**src/rtl/multiplier_sat_sweeper.sv**
```systemverilog
// multiplier_sat_sweeper
// Brute-force stimulus source for a combinational multiplier_*_sat benchmark.
// Walks idx = {a_out, b_out} from 0 to 2^N-1, samples the benchmark's sat
// output and presents every satisfying assignment on a valid/ready port.
// Optional build macro: SWEEP_STOP_FIRST_EN -- when defined, the sweep ends
// at the first accepted solution instead of reporting all of them.
module multiplier_sat_sweeper #(
  parameter int unsigned A_WIDTH = 4,
  parameter int unsigned B_WIDTH = 3
) (
  input  logic                       clk,
  input  logic                       rst_n,
  input  logic                       start,
  output logic [A_WIDTH-1:0]         a_out,
  output logic [B_WIDTH-1:0]         b_out,
  input  logic                       sat_in,
  output logic                       sol_valid,
  input  logic                       sol_ready,
  output logic [A_WIDTH-1:0]         sol_a,
  output logic [B_WIDTH-1:0]         sol_b,
  output logic [A_WIDTH+B_WIDTH:0]   sol_count,
  output logic                       busy,
  output logic                       done
);

  localparam int unsigned N = A_WIDTH + B_WIDTH;
  localparam logic [N-1:0] IDX_MAX = '1;

`ifdef SWEEP_STOP_FIRST_EN
  localparam bit STOP_FIRST = 1'b1;
`else
  localparam bit STOP_FIRST = 1'b0;
`endif

  typedef enum logic [1:0] {
    IDLE  = 2'd0,
    PROBE = 2'd1,
    HOLD  = 2'd2,
    DONE  = 2'd3
  } state_t;

  state_t               state_q, state_d;
  logic [N-1:0]         idx_q, idx_d;
  logic [A_WIDTH-1:0]   sol_a_q, sol_a_d;
  logic [B_WIDTH-1:0]   sol_b_q, sol_b_d;
  logic [N:0]           cnt_q, cnt_d;

  // State and datapath registers; reset aborts any sweep with no retained result.
  always_ff @(posedge clk or negedge rst_n) begin
    if (!rst_n) begin
      state_q <= IDLE;
      idx_q   <= '0;
      sol_a_q <= '0;
      sol_b_q <= '0;
      cnt_q   <= '0;
    end else begin
      state_q <= state_d;
      idx_q   <= idx_d;
      sol_a_q <= sol_a_d;
      sol_b_q <= sol_b_d;
      cnt_q   <= cnt_d;
    end
  end

  // Next-state logic: probe one candidate per cycle, park in HOLD on a hit.
  always_comb begin
    state_d = state_q;
    idx_d   = idx_q;
    sol_a_d = sol_a_q;
    sol_b_d = sol_b_q;
    cnt_d   = cnt_q;
    unique case (state_q)
      IDLE, DONE: begin
        if (start) begin
          state_d = PROBE;
          idx_d   = '0;
          cnt_d   = '0;
        end
      end
      PROBE: begin
        if (sat_in) begin
          // Capture from idx_q, which is exactly what a_out/b_out present.
          sol_a_d = idx_q[N-1:B_WIDTH];
          sol_b_d = idx_q[B_WIDTH-1:0];
          state_d = HOLD;
        end else if (idx_q == IDX_MAX) begin
          state_d = DONE;
        end else begin
          idx_d = idx_q + N'(1);
        end
      end
      HOLD: begin
        if (sol_ready) begin
          cnt_d = cnt_q + (N+1)'(1);
          if (STOP_FIRST || (idx_q == IDX_MAX)) begin
            state_d = DONE;
          end else begin
            idx_d   = idx_q + N'(1);
            state_d = PROBE;
          end
        end
      end
      default: state_d = IDLE;
    endcase
  end

  // All outputs come straight from registers, so the benchmark sees clean
  // operands and the sat path is a single register-to-register cycle.
  assign a_out     = idx_q[N-1:B_WIDTH];
  assign b_out     = idx_q[B_WIDTH-1:0];
  assign sol_a     = sol_a_q;
  assign sol_b     = sol_b_q;
  assign sol_count = cnt_q;
  assign sol_valid = (state_q == HOLD);
  assign busy      = (state_q == PROBE) || (state_q == HOLD);
  assign done      = (state_q == DONE);

endmodule

```
**config.mk**
```make
export PLATFORM = sky130hd
export DESIGN_NAME = multiplier_sat_sweeper
export DESIGN_NICKNAME = d
export VERILOG_FILES = /design/src/rtl/multiplier_sat_sweeper.sv
export SDC_FILE = /design/constraint.sdc
export NUM_CORES = 1
export LEC_CHECK = 0
export ABC_CLOCK_PERIOD_IN_PS = 3520
export BUFFER_PORTS_ARGS = -buffer_cell sky130_fd_sc_hd__buf_2
export CORE_ASPECT_RATIO = 0.8
export CORE_MARGIN = 8
export CORE_UTILIZATION = 50
export DETAILED_ROUTE_END_ITERATION = 10
export PLACE_DENSITY = 0.75
export SLEW_MARGIN = 20
export SYNTH_ARGS = -nofsm -noshare
export SYNTH_HDL_FRONTEND = slang
export SYNTH_SLANG_ARGS = --single-unit
```
**constraint.sdc**
```tcl
create_clock -name clk -period 3.52 [get_ports clk]
set_input_delay 0.528 -clock clk [delete_from_list [all_inputs] [get_ports clk]]
set_output_delay 0.528 -clock clk [all_outputs]
set_load 0.01 [all_outputs]
```
==> summary.md <==
| Metric | Value |
|---|---|
| Status | `finished clean` |
| Final core utilization | `0.5956` |
| Fmax | `436.3 MHz` |
| DRC Markers | `0` |
| Final non-filler cell total | `around 190` |
| Die span in y | `~61 um` |
| Critical path endpoint category | `flip-flop` |
| DR vias | `1091` |
| Vias per cell | `roughly 5.9` |
| R2R setup slack | `between 1000 and 1500 ps` |
| Post-route ant nets | `0` |
| Synth top area share | `0.4762` |
| Power Density | `700.5 mW/mm^2` |
| Synth cell types | `42` |
| Final Cycle Share | `0.6511` |
| Most numerous cell in the Yosys netlist | `dfrtp_1` |
| GRT Util Overall | `0.1322` |
| Skew final | `about 12 ps` |
| Design area | `between 0.001 and 0.0015 mm^2` |
| Clock root cell | `clkbuf_4` |
| Worst Reg-to-Reg Cells | `6` |
| Number of global-route vias before repair | `1006` |
| Die ar. | `about 0.0044 mm^2` |
| DR iter-0 viols | `76` |
| Rows | `16` |
| IO Pins | `30` |
| Reg-to-Reg Start | `state_q[0]$_DFFE_PN0P_` |
| Slew Limit Fails | `0` |
| Cells along the critical path | `inv_1, ha_1, nor2b_1, or3b_1, or4_1, nand3_1` |
| Synthesized area | `around 0.0013 mm^2` |
| VDD IR-drop max | `approximately 0.42 mV` |
| Slew HR | `0.5907` |
| Placed Instances | `between 150 and 200` |
| RSZ-0062 raised after global routing | `no` |
| Setup tns final | `0 ps` |
| Ys Warns | `0` |
| Gpl congestion | `between 0.8 and 0.9` |
| Max-cap violation count | `0` |
| WL final | `roughly 2700 um` |
| Final Power | `1.011 mW` |
| Synth Flop Type | `dfrtp_1` |
| Die Span X | `roughly 70 um` |
| GRT Residual Overflow | `0` |
| Routed WL per cell | `between 10 and 15 um` |
| CP Capture Point | `idx_q[5]$_DFFE_PN0P_` |
| Synth Register Bits | `24` |
| DP Worst Slack | `about 1300 ps` |
| Per-instance average area after synthesis | `10.17 um^2` |
| Final setup vio count | `0` |
| Top post-synthesis cells by count | `24 x dfrtp_1, 14 x nand2_1, 10 x o21ai_0` |
| Clk slew on worst S/H paths | `approximately 130 ps` |
| Crit path launch | `state_q[0]$_DFFE_PN0P_` |
| CTS tree | `done` |
| Final nets | `between 150 and 200` |
| Initial antenna violation count | `0` |
| Dpl cell area | `roughly 0.0014 mm^2` |
| Final min period | `between 2000 and 2500 ps` |
| # H-tree levels | `1` |
| Final Hold Fails | `0` |
| Post-route setup slack | `~1200 ps` |
| Cts hold-fix bufs | `0` |
| P&R area growth vs syn | `14.38%` |
| Core area | `between 0.002 and 0.0025 mm^2` |
| CTS buffer count | `3` |
| First-pass GRT wire length | `4629 um` |
| Fin Hold WS | `roughly 170 ps` |
| Setup CP Type | `flip-flop to flip-flop` |
| Post-synth EDFFs | `0` |
| Tightest Hold Check Type | `primary input to asynchronous set/reset pin` |
| DRT Pass-1 Iters | `4` |
| Crit start category | `flip-flop` |
| Synthesized Nets | `between 100 and 150` |
| Detailed placer's ending HPWL | `2071 um` |
| Starting Density | `0.5207` |
| Leading area contributor after synthesis | `dfrtp_1` |
| Post_cts resized | `0` |
| Later-pin clock latency in the skew report | `between 300 and 400 ps` |
| Gate Count Post-Synth | `124` |
| CP max stage cell | `or3b_1` |
| Seq/Total Area, Yosys | `0.4762` |
| CTS Buffer Depth | `2` |
| WP data required | `around 3800 ps` |
| # fillers | `~210` |
| CP Data Arrival Time | `roughly 2600 ps` |
| CP peak stage delay | `~510 ps` |
| Postcts setup bufs | `0` |
| Leading post-synthesis cells by cell area | `dfrtp_1 48%, mux2_2 7.1%, ha_1 5.0%` |
| Share of layout cells above drive strength 1 | `0.2867` |
| Largest net degree at the start of global routing | `25` |
| Post-synth ARST share | `1.000` |
| Clk sinks | `24` |
| Least-Margin Pin Slew | `between 600 and 700 ps` |
| Port-buffer cells | `29` |
| Lkg Pwr | `about 0.73 nW` |
| Worst r2r dst | `idx_q[5]$_DFFE_PN0P_` |
| Diode count | `0` |
| Worst-path maximum fanout | `11` |
## power breakdown
group / switching [mW] / internal [mW] / total, mW
sequential: 0.0775 / 0.344 / 0.422
clock: 0.0753 / 0.0400 / 0.115
combinational: 0.275 / 0.198 / 0.474
total: 0.428 / 0.582 / 1.01
## registers in the layout, summed over array words and instances, names as in the netlist
name and cells:
sol_count 8, idx_q 7, sol_a 4, sol_b 3
state_q 2
## logic make-up (layout without fill, tap and decap cells)
logic type                 Yosys count  count (layout)  synth area share
AOI/OAI and AO/OA                   28              28            0.1488
adders and majority gates            5               5           0.04960
buffers and inverters               10              36           0.03669
DFF                                 24              24            0.4762
muxes                               10              10           0.08731
and+or+nand+nor                     47              47            0.2014
## how the worst min path moves through the flow
stage,cells past startpoint,to,from,slack [ps]
6_report,1,sol_count[3]$_DFFE_PN0P_,rst_n,170
5_1_grt,1,sol_count[3]$_DFFE_PN0P_,rst_n,210
4_1_cts,1,sol_count[3]$_DFFE_PN0P_,rst_n,190
3_5_place_dp,1,sol_a[3]$_DFFE_PN0N_,sol_a[3]$_DFFE_PN0N_,490
3_3_place_gp,1,sol_count[6]$_DFFE_PN0P_,sol_count[6]$_DFFE_PN0P_,480
2_1_floorplan,0,idx_q[0]$_DFFE_PN0P_,rst_n,230
## final cells by class
class,instances,area [um^2],area share
multi-input cells,90,614.3,0.4258
flip-flops and latches,24,600.6,0.4163
repair buffers,29,145.1,0.1006
well taps,36,45.04,0.03122
clock buffers,3,22.52,0.01561
inverters,4,15.01,0.01041
## placed cells by master (no fill, tap or decap), types with 2 or more instances in the layout
| cell | synthesis | final |
|---|---|---|
| a21oi_1 | 4 | 4 |
| and2_1 | 2 | 2 |
| and3_1 | 3 | 3 |
| buf_2 | 1 | 29 |
| clkbuf_4 | 0 | 3 |
| dfrtp_1 | 24 | 24 |
| ha_1 | 5 | 5 |
| inv_1 | 4 | 4 |
| mux2_2 | 8 | 8 |
| mux2i_1 | 2 | 2 |
| nand2_1 | 14 | 14 |
| nand3_1 | 6 | 6 |
| nor2_1 | 4 | 4 |
| nor2b_1 | 2 | 2 |
| nor3_1 | 2 | 2 |
| nor4_1 | 3 | 3 |
| o21ai_0 | 10 | 10 |
| or3_1 | 2 | 2 |
## critical path, delay by kind of cell, from the launching register on
kind | cells | cell delay [ps]
flops | 1 | 420
fa+ha+maj | 1 | 420
buf+inv | 1 | 60
simple gates | 4 | 1330
## per-layer routing
metal  GRT usage  share of wire  vias up
met4     0.02319         0.0055        0
met1      0.1667           0.48      520
met5           0              0        -
met3     0.05611          0.085        2
li1            -              -      513
met2      0.2080           0.43       56
Power figures use the tool's default switching activity.
